===== src/rtl/io_mmio_if.sv =====
// Core-side data-access bus into the I/O region: request fields plus the
// registered load data returned one cycle later.
interface io_mmio_if;
  logic        io_en;
  logic [31:0] addr;
  logic        re;
  logic [3:0]  wea;
  logic [31:0] wdata;
  logic [31:0] rdata;

  modport master (output io_en, addr, re, wea, wdata, input rdata);
  modport slave  (input io_en, addr, re, wea, wdata, output rdata);
endinterface


===== src/rtl/io_mmio_responder.sv =====
// I/O-space responder: UART tx holding register, UART rx FIFO, sticky status,
// cycle and retired-instruction counters. Load data is registered (1-cycle).
module io_mmio_responder #(
  parameter int RX_FIFO_DEPTH = 8
) (
  input  logic        clk,
  input  logic        rst_n,
  io_mmio_if.slave    bus,
  input  logic        inst_retire,
  output logic [7:0]  uart_tx_data,
  output logic        uart_tx_valid,
  input  logic        uart_tx_ready,
  input  logic [7:0]  uart_rx_data,
  input  logic        uart_rx_valid,
  output logic        uart_rx_ready
);
  localparam int PW = (RX_FIFO_DEPTH > 1) ? $clog2(RX_FIFO_DEPTH) : 1;
  localparam logic [PW:0] DEPTH_C = RX_FIFO_DEPTH[PW:0];

  localparam logic [7:0] A_STATUS = 8'h00;
  localparam logic [7:0] A_RXDATA = 8'h04;
  localparam logic [7:0] A_TXDATA = 8'h08;
  localparam logic [7:0] A_CYCLE  = 8'h10;
  localparam logic [7:0] A_INSTRET = 8'h14;
  localparam logic [7:0] A_CNTRST = 8'h18;

  typedef struct packed {
    logic       ld;
    logic       st;
    logic       st_b0;
    logic [7:0] off;
  } req_t;

  req_t req;
  assign req.ld    = bus.io_en & bus.re;
  assign req.st    = bus.io_en & (|bus.wea);
  assign req.st_b0 = bus.io_en & bus.wea[0];
  assign req.off   = bus.addr[7:0];

  logic unused_bits;
  assign unused_bits = ^{bus.addr[31:8], bus.wdata[31:8]};

  // ---------------- rx FIFO ----------------
  logic [7:0]    rx_mem [RX_FIFO_DEPTH];
  logic [PW-1:0] rx_wr_ptr, rx_rd_ptr;
  logic [PW:0]   rx_cnt;
  logic          rx_empty, rx_full, rx_push, rx_pop;

  assign rx_empty      = (rx_cnt == '0);
  assign rx_full       = (rx_cnt == DEPTH_C);
  assign uart_rx_ready = ~rx_full;
  assign rx_push       = uart_rx_valid & ~rx_full;
  // An empty-FIFO pop is a no-op even if a byte lands in the same cycle.
  assign rx_pop        = req.ld & (req.off == A_RXDATA) & ~rx_empty;

  always_ff @(posedge clk or negedge rst_n) begin
    if (!rst_n) begin
      rx_wr_ptr <= '0;
      rx_rd_ptr <= '0;
      rx_cnt    <= '0;
    end else begin
      if (rx_push) rx_wr_ptr <= rx_wr_ptr + 1'b1;
      if (rx_pop)  rx_rd_ptr <= rx_rd_ptr + 1'b1;
      case ({rx_push, rx_pop})
        2'b10:   rx_cnt <= rx_cnt + 1'b1;
        2'b01:   rx_cnt <= rx_cnt - 1'b1;
        default: rx_cnt <= rx_cnt;
      endcase
    end
  end

  always_ff @(posedge clk) begin
    if (rx_push) rx_mem[rx_wr_ptr] <= uart_rx_data;
  end

  // ---------------- tx holding register ----------------
  logic tx_ovr, tx_fire, tx_st;
  assign tx_fire = uart_tx_valid & uart_tx_ready;
  assign tx_st   = req.st_b0 & (req.off == A_TXDATA);

  always_ff @(posedge clk or negedge rst_n) begin
    if (!rst_n) begin
      uart_tx_valid <= 1'b0;
      uart_tx_data  <= '0;
      tx_ovr        <= 1'b0;
    end else begin
      // A drain in the same cycle frees the slot for the incoming byte.
      if (tx_st && (!uart_tx_valid || tx_fire)) begin
        uart_tx_valid <= 1'b1;
        uart_tx_data  <= bus.wdata[7:0];
      end else if (tx_fire) begin
        uart_tx_valid <= 1'b0;
      end
      if (tx_st && uart_tx_valid && !tx_fire) tx_ovr <= 1'b1;
      else if (req.st && req.off == A_STATUS) tx_ovr <= 1'b0;
    end
  end

  // ---------------- counters ----------------
  logic [31:0] cyc_cnt, ret_cnt;
  logic        cnt_clr;
  assign cnt_clr = req.st & (req.off == A_CNTRST);

  always_ff @(posedge clk or negedge rst_n) begin
    if (!rst_n) begin
      cyc_cnt <= '0;
      ret_cnt <= '0;
    end else if (cnt_clr) begin
      cyc_cnt <= '0;
      ret_cnt <= '0;
    end else begin
      cyc_cnt <= cyc_cnt + 32'd1;
      if (inst_retire) ret_cnt <= ret_cnt + 32'd1;
    end
  end

  // ---------------- load path ----------------
  logic [31:0] rd_mux;
  always_comb begin
    rd_mux = '0;
    case (req.off)
      A_STATUS:  rd_mux = {28'd0, rx_full, tx_ovr, ~rx_empty, ~uart_tx_valid};
      A_RXDATA:  rd_mux = rx_empty ? 32'd0 : {24'd0, rx_mem[rx_rd_ptr]};
      A_CYCLE:   rd_mux = cyc_cnt;
      A_INSTRET: rd_mux = ret_cnt;
      default:   rd_mux = '0;
    endcase
  end

  always_ff @(posedge clk or negedge rst_n) begin
    if (!rst_n)      bus.rdata <= '0;
    else if (req.ld) bus.rdata <= rd_mux;
  end
endmodule

===== src/flat_wrapper.sv =====
// flat-port wrapper written by rule: the top's interface ports become plain ports
module io_mmio_responder_flat 
#(
  parameter int RX_FIFO_DEPTH = 8
)
  (clk, rst_n, inst_retire, uart_tx_data, uart_tx_valid, uart_tx_ready, uart_rx_data, uart_rx_valid, uart_rx_ready, bus_io_en, bus_addr, bus_re, bus_wea, bus_wdata, bus_rdata);
  io_mmio_if bus_i ();
  input  logic clk;
  input  logic rst_n;
  input  logic inst_retire;
  output logic [7:0] uart_tx_data;
  output logic uart_tx_valid;
  input  logic uart_tx_ready;
  input  logic [7:0] uart_rx_data;
  input  logic uart_rx_valid;
  output logic uart_rx_ready;
  input wire logic [$bits(bus_i.io_en)-1:0] bus_io_en;
  input wire logic [$bits(bus_i.addr)-1:0] bus_addr;
  input wire logic [$bits(bus_i.re)-1:0] bus_re;
  input wire logic [$bits(bus_i.wea)-1:0] bus_wea;
  input wire logic [$bits(bus_i.wdata)-1:0] bus_wdata;
  output wire logic [$bits(bus_i.rdata)-1:0] bus_rdata;
  assign bus_i.io_en = bus_io_en;
  assign bus_i.addr = bus_addr;
  assign bus_i.re = bus_re;
  assign bus_i.wea = bus_wea;
  assign bus_i.wdata = bus_wdata;
  assign bus_rdata = bus_i.rdata;
  io_mmio_responder #(.RX_FIFO_DEPTH(RX_FIFO_DEPTH)) u_core (.clk(clk), .rst_n(rst_n), .bus(bus_i), .inst_retire(inst_retire), .uart_tx_data(uart_tx_data), .uart_tx_valid(uart_tx_valid), .uart_tx_ready(uart_tx_ready), .uart_rx_data(uart_rx_data), .uart_rx_valid(uart_rx_valid), .uart_rx_ready(uart_rx_ready));
endmodule

===== config.mk =====
export PLATFORM = sky130hd
export DESIGN_NAME = io_mmio_responder_flat
export DESIGN_NICKNAME = d
export VERILOG_FILES = /design/src/rtl/io_mmio_if.sv /design/src/rtl/io_mmio_responder.sv /design/src/flat_wrapper.sv
export SDC_FILE = /design/constraint.sdc
export NUM_CORES = 1
export LEC_CHECK = 0
export ABC_AREA = 1
export ABC_CLOCK_PERIOD_IN_PS = 3500
export CAP_MARGIN = 20
export CORE_UTILIZATION = 40
export CTS_CLUSTER_DIAMETER = 50
export CTS_CLUSTER_SIZE = 28
export DETAILED_ROUTE_END_ITERATION = 10
export PLACE_DENSITY = 0.7
export SLEW_MARGIN = 20
export SYNTH_ARGS = -nofsm -noshare
export SYNTH_HDL_FRONTEND = slang
export SYNTH_SLANG_ARGS = --single-unit
export TNS_END_PERCENT = 1

===== constraint.sdc =====
create_clock -name clk -period 3.5 [get_ports clk]
set_clock_uncertainty 0.05 [all_clocks]
set_input_delay 0.35 -clock clk [delete_from_list [all_inputs] [get_ports clk]]
set_output_delay 0.35 -clock clk [all_outputs]
set_load 0.01 [all_outputs]

Word level (Yosys, flattened, before mapping) --
Memory sizes are Yosys's and may differ from the RTL's. Cells that the tools add are included.
Storage, ports and cells: flip-flop bits (word level) 116, output and inout port bits 42, input bits 83, memories kept 1, bits in writable memories 64, word-level logic and storage cells 62
Operators by class: multiplexer cells 12, eq/ne operators 8, reductions and logical operators 14, add/sub/neg operators 6, bitwise gates (word level) 12
Memories:
- u_core.rx_mem | depth 8, bits a word 8, rd ports 1, clocked after Yosys merged registers in 0, wr ports 1, RTL line io_mmio_responder.sv:44 | logic [7:0] rx_mem [RX_FIFO_DEPTH];
Operators with widths (count):
- 32-bit one-hot mux with 4 select lines | 1
- 32-bit two-way mux | 3
- 32-bit by 1-bit adder with 32-bit output (second input constant) | 2
- 8-bit by 5-bit == test with 1-bit output (second input constant) | 3
- 1-bit bitwise AND | 9
- 8-bit by 3-bit == test with 1-bit output (second input constant) | 1
- 8-bit by 4-bit == test with 1-bit output (second input constant) | 1
- 8-bit zero test | 1
- 8-bit two-way mux | 1
- 4-bit one-hot mux with 2 select lines | 1
- 2-bit nonzero test | 4
- 3-bit by 1-bit adder with 3-bit output (second input constant) | 2
- 1-bit two-way mux | 6
- 4-bit by 1-bit adder with 4-bit output (second input constant) | 1
- 4-bit == test (second input constant) | 1
- 1-bit logical AND | 4
- 4-bit zero test | 1
- 4-bit OR reduction | 1
- 4-bit by 1-bit subtractor with 4-bit output (second input constant) | 1
- 1-bit NOT | 3
- 2-bit by 1-bit == test with 1-bit output (second input constant) | 1
- 2-bit == test (second input constant) | 1
- 1-bit zero test | 2
- 1-bit logical OR | 1

Logic depth before layout (Yosys ltp) --
Gate-level depths: netlist (run 1).
depth after elaboration 5, depth in mapped cells 14, depth with buffers taken out 14

Worst setup path after synthesis (run 1) --
Ideal clock, no wire load.
path kind in2reg, start point in bus_addr[4], end point reg u_core.rx_cnt[2], setup time 0.128 ns, setup slack 1.339 ns, arrival 1.983 ns, cell stages on the path 13, buffers on the path 0, required time 3.322 ns, cells stage by stage clkinv_1 > nand3_2 > nor3_4 > nand2_4 > inv_1 > ha_1 > nand2_1 > inv_1 > nor2_1 > ha_1 > a21oi_1 > xor2_1 > o21ai_0
On the way: longest elaborated chain between the ends 5, elaborated cells between the ends (all ways) 7, those cells by class eq/ne: 3; mux: 1; bitwise: 2; reduce/logical: 1
Ends and longest elaborated chain:
- from (decl) | RTL line flat_wrapper.sv:18 | input wire logic [$bits(bus_i.addr)-1:0] bus_addr;
- 8-bit by 3-bit == test with 1-bit output (*) | RTL line io_mmio_responder.sv:54 | assign rx_pop = req.ld & (req.off == A_RXDATA) & ~rx_empty;
- 1-bit bitwise AND (*) (2 in series) | RTL line io_mmio_responder.sv:54
- via u_core.rx_pop | RTL line io_mmio_responder.sv:47 | logic rx_empty, rx_full, rx_push, rx_pop;
- 2-bit by 1-bit == test with 1-bit output or 2-bit == test (tied branches) | RTL line io_mmio_responder.sv:64 | case ({rx_push, rx_pop})
- 4-bit one-hot mux with 2 select lines or 2-bit nonzero test (tied branches)
- to (signal assigned) | RTL line io_mmio_responder.sv:65 | 2'b10: rx_cnt <= rx_cnt + 1'b1;
- to (signal assigned) | RTL line io_mmio_responder.sv:66 | 2'b01: rx_cnt <= rx_cnt - 1'b1;
- to (signal assigned) | RTL line io_mmio_responder.sv:67 | default: rx_cnt <= rx_cnt;
- to (decl) | RTL line io_mmio_responder.sv:46 | logic [PW:0] rx_cnt;
Mark *: on every way through the listed nets, which the timed path passes. The rest lies on a longest branch. A chain may end at the register's enable or synchronous reset.

Worst setup path after layout (run 1) --
start point reg u_core.rx_cnt[0], end point reg u_core.rx_cnt[2]
On the way: longest elaborated chain between the ends 5, elaborated cells between the ends (all ways) 12, those cells by class add/sub: 2; eq/ne: 3; mux: 1; bitwise: 4; reduce/logical: 2
Ends and longest elaborated chain:
- 4-bit zero test (*) | RTL line io_mmio_responder.sv:49 | assign rx_empty = (rx_cnt == '0);
- 1-bit NOT (*) | RTL line io_mmio_responder.sv:54
- 1-bit bitwise AND (*) | RTL line io_mmio_responder.sv:54
- via u_core.rx_pop | RTL line io_mmio_responder.sv:47
- 2-bit by 1-bit == test with 1-bit output or 2-bit == test (tied branches) | RTL line io_mmio_responder.sv:64
- 4-bit one-hot mux with 2 select lines or 2-bit nonzero test (tied branches)
Marked as above.

==> metrics, run 1 <==
global placement routability congestion=0.892; status=complete, but fails checks; crit-path max FO=5; Die Area=0.0233 mm^2; CTS tree=done; Nets=1248; WHS Path Cells=3; failing checks=DRC; Worst VDD drop=0.386 mV; number of synthesized flops with an enable pin=64; Post-Syn Area=0.00908 mm^2; worst skew pair latency=450 ps; DR WL/cell=15.5 um; P_leak=4.85 nW; Rows=54; Worst Hold Launch=bus_wdata[0]; Final HPWL DP=15900 um; YS warnings=0; # Post-CTS Setup Buffers=0; syn_nets=1169; top-count cell post-synth=nand2_1; CTS max path bufs=2; Synth async-reset ratio=0.644; max capacitance violation total=0; DRC Markers=4; Synth area leaders=dfrtp_1 (32%), edfxtp_1 (21%), nand2_1 (10%); Peak Freq=428 MHz; reg2reg end=u_core.rx_cnt[2]; CTS buffer count=17; #FFs+latches synth=180; Vias per Instance=5.15; startpoint types=register; largest net degree at the start of global routing=64; Req. time, crit path=3810 ps; min Tclk post-route=2340 ps; Post-Synthesis Cells=1079; top cell type by total area after synthesis=dfrtp_1; sequential share of the synthesized area=0.531; setup TNS=0 ps; Layout area overhead=18.9%; hold buffer count at cts=1; Min Hold Slack=418 ps; vias post-DR=7469; Detailed Routing Iterations Pass 1=11; Synth top area share=0.320; DRT Wirelength=22400 um; DRT iter0 DRCs=639; final period utilization=0.668; Clk Tree Root Cell=clkbuf_16; mean post-synth cell area=8.42 um^2; Crit Reg-Reg Startpoint=u_core.rx_cnt[0]; initial antenna violation count=0; Commonest cells post-synth=nand2_1 (249), nor2_1 (179), dfrtp_1 (116); Sink Count=180; max-slew violation count=0; port bufs=76; first-pass GRT wire length=36700 um; RSZ-0062 raised after global routing=no; Die Y=153 um; WHS Endpoint=u_core.uart_tx_data[0]; Reg2Reg Setup Slack=1160 ps; GRT Util Overall=0.200; CORE AREA=0.0220 mm^2; via count of the first global-routing pass=7000; Initial Util=0.412; FF-to-FF path depth=14; Synth Flop Type=dfrtp_1; Worst Tran Pin Value=1020 ps; Setup crit end kind=register; Distinct cells, synth=46; critical setup path kind=reg -> reg; number of nets with antenna violations after routing=0; Hold WC Path Type=in -> reg; H-tree depth=4; layout cells sized above 1=0.0897; Final setup viols=0; post-CTS sizing=0; Final Hold Viols=0; antenna cells=0; Clock transition at path regs=70 ps; I/O pins=125; grt total ovfl=0; Filler cells=2063; Critical Path AT=2650 ps; power per cell area=523 mW/mm^2; Die Span X=153 um; Slew HR=0.322
logic make-up after synthesis:
| logic type | count (synthesis) | share of synthesized area |
|---|---|---|
| simple gates | 598 | 0.298 |
| xor+xnor | 15 | 0.0145 |
| fa+ha+maj | 7 | 0.00964 |
| compound gates | 135 | 0.0828 |
| buf+inv | 144 | 0.0636 |
| flops | 180 | 0.531 |
routing by layer:
layer / track usage / up-vias / wire [um] / part of all wire
li1: - / 3689 / - / -
met3: 0.0370 / 26 / 1290 / 0.058
met4: 0.0688 / 0 / 409 / 0.018
met1: 0.272 / 3512 / 10100 / 0.45
met5: 0 / - / 0 / 0
met2: 0.321 / 242 / 10700 / 0.47
worst max path at each step:
stage                             to              from  slack [ps]
finish              u_core.rx_cnt[2]  u_core.rx_cnt[0]        1160
global route        u_core.rx_cnt[2]  u_core.rx_cnt[0]         940
CTS                 u_core.rx_cnt[2]  u_core.rx_cnt[0]        1170
detailed placement  u_core.rx_cnt[2]       bus_addr[7]         770
global placement    u_core.rx_cnt[2]       bus_addr[7]         870
floorplan           u_core.rx_cnt[2]       bus_addr[4]        1340
worst max-delay path, cell delays in order (launching register included):
cell and delay [ps]:
dfrtp_1 440, nor2_1 160, nand2_1 60, nor2_1 220
nor3_4 70, nand2_4 70, inv_1 80, ha_1 240
nand2_1 100, inv_1 50, nor2_1 180, ha_1 190
a21oi_1 50, xor2_1 160, o21ai_0 140
stage by stage:
stage	instances	total power (W)	util	setup WS, ps	cell area, um^2
floorplan	1079	0.00332	-	1340	9080
global placement	1418	0.00364	0.461	873	10200
detailed placement	1418	0.00367	0.461	767	10200
CTS	1451	0.00569	0.490	1170	10800
global route	1451	0.00593	0.490	936	10800
finish	1451	0.00565	0.490	1160	10800
flip-flops by register name, indices dropped and copies added (netlist names):
signal	flops
u_core.rx_mem	64
u_core.bus.rdata	32
u_core.cyc_cnt	32
u_core.ret_cnt	32
u_core.uart_tx_data	8
u_core.rx_cnt	4
u_core.rx_rd_ptr	3
u_core.rx_wr_ptr	3
u_core.tx_ovr	1
u_core.uart_tx_valid	1
placed cells by master (no fill, tap or decap), drive strengths merged:
cell type | Yosys | routed
nand2 | 264 | 264
nor2 | 199 | 199
inv | 113 | 121
dfrtp | 116 | 116
nand3 | 79 | 79
clkdlybuf4s50 | 0 | 75
o21ai | 73 | 73
edfxtp | 64 | 64
nor3 | 33 | 33
a21oi | 27 | 27
clkbuf | 12 | 17
o211ai | 14 | 14
buf | 18 | 14
nand4 | 13 | 13
o22ai | 13 | 13
xor2 | 12 | 12
ha | 7 | 7
clkinv | 1 | 7
xnor2 | 3 | 3
a211oi | 3 | 3
nor4 | 3 | 3
and3 | 2 | 2
nor3b | 2 | 2
a31oi | 2 | 2
nand2b | 1 | 1
o211a | 1 | 1
a221oi | 1 | 1
o21a | 1 | 1
nand3b | 1 | 1
or2 | 1 | 1
bufinv | 0 | 1
dlygate4sd3 | 0 | 1
area by class of cell:
class	count	area, um^2	area share
sequential	180	4820	0.447
tap	280	350	0.0324
clock inverter	15	213	0.0197
inverter	114	430	0.0398
clock buffer	17	425	0.0394
timing repair buffer	90	878	0.0813
multi-input combinational	755	3680	0.341
report_power, final:
part	internal [W]	switching (W)	leakage, nW
registers	0.00246	0.000213	2.00
logic	0.000329	0.000627	2.54
clock network	0.00105	0.000967	0.310
total	0.00384	0.00181	4.85
Power figures use the tool's default switching activity.
==> run 2, diff against run 1 <==
--- a/config.mk
+++ b/config.mk
@@ -6,13 +6,13 @@
 export NUM_CORES = 1
 export LEC_CHECK = 0
 export ABC_AREA = 1
-export ABC_CLOCK_PERIOD_IN_PS = 3500
+export ABC_CLOCK_PERIOD_IN_PS = 2100
 export CAP_MARGIN = 20
 export CORE_UTILIZATION = 40
 export CTS_CLUSTER_DIAMETER = 50
 export CTS_CLUSTER_SIZE = 28
 export DETAILED_ROUTE_END_ITERATION = 10
-export PLACE_DENSITY = 0.7
+export PLACE_DENSITY = 0.73
 export SLEW_MARGIN = 20
 export SYNTH_ARGS = -nofsm -noshare
 export SYNTH_HDL_FRONTEND = slang
==> constraint.sdc (replaced) <==
create_clock -name clk -period 2.1 [get_ports clk]
set_clock_uncertainty 0.05 [all_clocks]
set_input_delay 0.21 -clock clk [delete_from_list [all_inputs] [get_ports clk]]
set_output_delay 0.21 -clock clk [all_outputs]
set_load 0.01 [all_outputs]
==> run 2 against run 1 <==
Compared with the run above:
- the run still ends with DRC left
- power is 70% higher
- first-iteration DRC count decreased by 14%
- final cell count is 3.1% higher
- final area grew 3.8%
- combinational power grew 89%
- largest cell class unchanged
- sequential cell count unchanged
- via count up 3.3%
- die area did not move
- sequential share of layout area decreased by 1.6 points
- fmax is 14% higher
- setup slack got worse by 1100 ps
- non-clock buffer count up 45
==> metrics, run 2 (synthesis results as in run 1) <==
commonest non-fill, non-tap cell in the layout=nand2_1; DRT Wirelength=23100 um (+2.9%); Min Hold Slack=247 ps (-171 ps); via count of the first global-routing pass=7423 (+6.0%); Rows=54 (unchanged); Hold WC Path Type=in -> async; antenna cells=0 (unchanged); largest net degree at the start of global routing=41 (-36%); DRC Markers=2 (-2); reg2reg end=u_core.rx_cnt[2]; status=complete, but fails checks; CTS max path bufs=2 (unchanged); vias post-DR=7712 (+3.3%); CTS buffer count=17 (unchanged); P_int=0.00643 W (+67%); number of nets with antenna violations after routing=0 (unchanged); max FFs per register=64 (unchanged); RSZ-0062 raised after global routing=yes; sw power=0.00315 W (+74%); Final setup viols=0 (unchanged); DRT iter0 DRCs=549 (-14%); startpoint types=register; Final HPWL DP=16800 um (+5.2%); Nets=1293 (+3.6%); port bufs=76 (unchanged); Peak Freq=488 MHz (+14%); P_leak=5.07 nW (+4.5%); global routing usage on met1=0.265 (-0.00698); Die Y=153 um (unchanged); CORE AREA=0.0220 mm^2 (unchanged); I/O pins=125 (unchanged); CTS tree=done; first-pass GRT wire length=37500 um (+2.1%); Flop pwr share=0.465 (-0.009); Worst Tran Pin Value=567 ps (-450 ps); global placement routability congestion=0.903 (+1.2%); Req. time, crit path=2390 ps (-1420 ps); Die Area=0.0233 mm^2 (unchanged); Sink Count=180 (unchanged); final period utilization=0.977 (+0.309); Largest Register=u_core.rx_mem; DR WL/cell=15.4 um (-0.22%); met3 Use GR=0.0401 (+0.00313); CP startpoint=u_core.rx_cnt[1]; initial antenna violation count=0 (unchanged); Clock power frac=0.347 (-0.010); Final Hold Viols=0 (unchanged); failing checks=DRC; Clk Tree Root Cell=clkbuf_16; Comb pwr share=0.189 (+0.020); critical setup path kind=reg -> reg; Layout area overhead=23.4%; power per cell area=855 mW/mm^2 (+63%); total chip power=0.00958 W (+70%); max-slew violation count=0 (unchanged); GRT busiest layer=met2; most frequent cells in the layout=nand2_1 (247), nor2_1 (176), dfrtp_1 (115); Worst VDD drop=0.564 mV (+46%); min Tclk post-route=2050 ps (-286 ps); layout cells sized above 1=0.133 (+0.0436); Crit Reg-Reg Startpoint=u_core.rx_cnt[1]; Setup crit end kind=register; crit-path max FO=3 (-2); grt total ovfl=0 (unchanged); Clock transition at path regs=80 ps (about the same); Filler cells=2025 (-1.8%); max capacitance violation total=0 (unchanged); design area=0.0112 mm^2 (+3.8%); GRT Util Overall=0.204 (+0.00338); Detailed Routing Iterations Pass 1=10 (-1); H-tree depth=4 (unchanged); Reg2Reg Setup Slack=50 ps (-1110 ps); Initial Util=0.412 (unchanged); Placed Instance Area=0.0105 mm^2 (+3.5%); worst skew pair latency=450 ps (about the same); Sw Share=0.329 (+0.00873); Slew HR=0.619 (+0.297); GR Util met2=0.342 (+0.0203); Vias per Instance=5.16 (+0.15%); Die Span X=153 um (unchanged); Critical Path AT=2340 ps (-310 ps); FF-to-FF path depth=13 (-1)
## run 2: cell types whose count changed in the layout (fill, tap and decap cells not counted), sizes merged
cell and delta:
buf +45, inv +2, bufinv -1, clkinv -1
## run 2: layout make-up
class | instances | area [um^2] | share of cell area
clock inverter | 15 | 199 | 0.0177
tap | 280 | 350 | 0.0312
sequential | 180 | 4830 | 0.430
clock buffer | 17 | 425 | 0.0379
multi-input combinational | 755 | 3740 | 0.333
timing repair buffer | 135 | 1240 | 0.111
inverter | 114 | 433 | 0.0386
## run 2: routing by layer
metal | routed length [um] | vias to the layer above
li1 | - | 3782
met1 | 10200 | 3669
met2 | 11300 | 225
met3 | 1210 | 36
met4 | 412 | 0
met5 | 0 | -
## run 2: worst max-delay path: stages (launching register included)
cell and delay (ps):
dfrtp_1 400, nor2_2 160, nand2_2 80, nor2_4 130
nor3_4 70, nand2_4 80, inv_4 40, ha_4 160
nor2_1 170, nor2_2 80, ha_2 180, a21oi_2 120
xor2_1 160, o21ai_1 70
## run 2: worst max path at each step
stage | endpoint | cells past startpoint
floorplan | u_core.rx_cnt[2] | 14
global route | u_core.rx_cnt[2] | 13
global placement | u_core.rx_cnt[2] | 14
detailed placement | u_core.rx_cnt[2] | 14
CTS | u_core.rx_cnt[3] | 15
finish | u_core.rx_cnt[2] | 13
## run 2: metrics by stage
step / std cells / util / setup TNS, ps / setup slack, ps
final: 1496 / 0.509 / 0 / 49.1
after global routing: 1496 / 0.509 / -105 / -65.8
after CTS: 1494 / 0.506 / 0 / 5.05
after detailed placement: 1461 / 0.477 / -688 / -303
after global placement: 1461 / 0.477 / -398 / -200
after floorplan: 1079 / - / 0 / 28.0
## run 2: what timing repair did
action,4_1_cts,5_1_grt
setup buffers,0,2
pin swaps,0,5
gates resized for setup,1,15
endpoints found under the hold margin,34,0
setup endpoints to repair,2,4
hold buffers,1,0
## run 2: power groups by stage
stage | clock network [W] | logic [W] | registers [W]
global placement | 0 | 0.00170 | 0.00448
CTS | 0.00336 | 0.00178 | 0.00443
detailed placement | 0 | 0.00175 | 0.00449
floorplan | 0 | 0.00109 | 0.00444
global route | 0.00351 | 0.00202 | 0.00450
finish | 0.00332 | 0.00181 | 0.00445
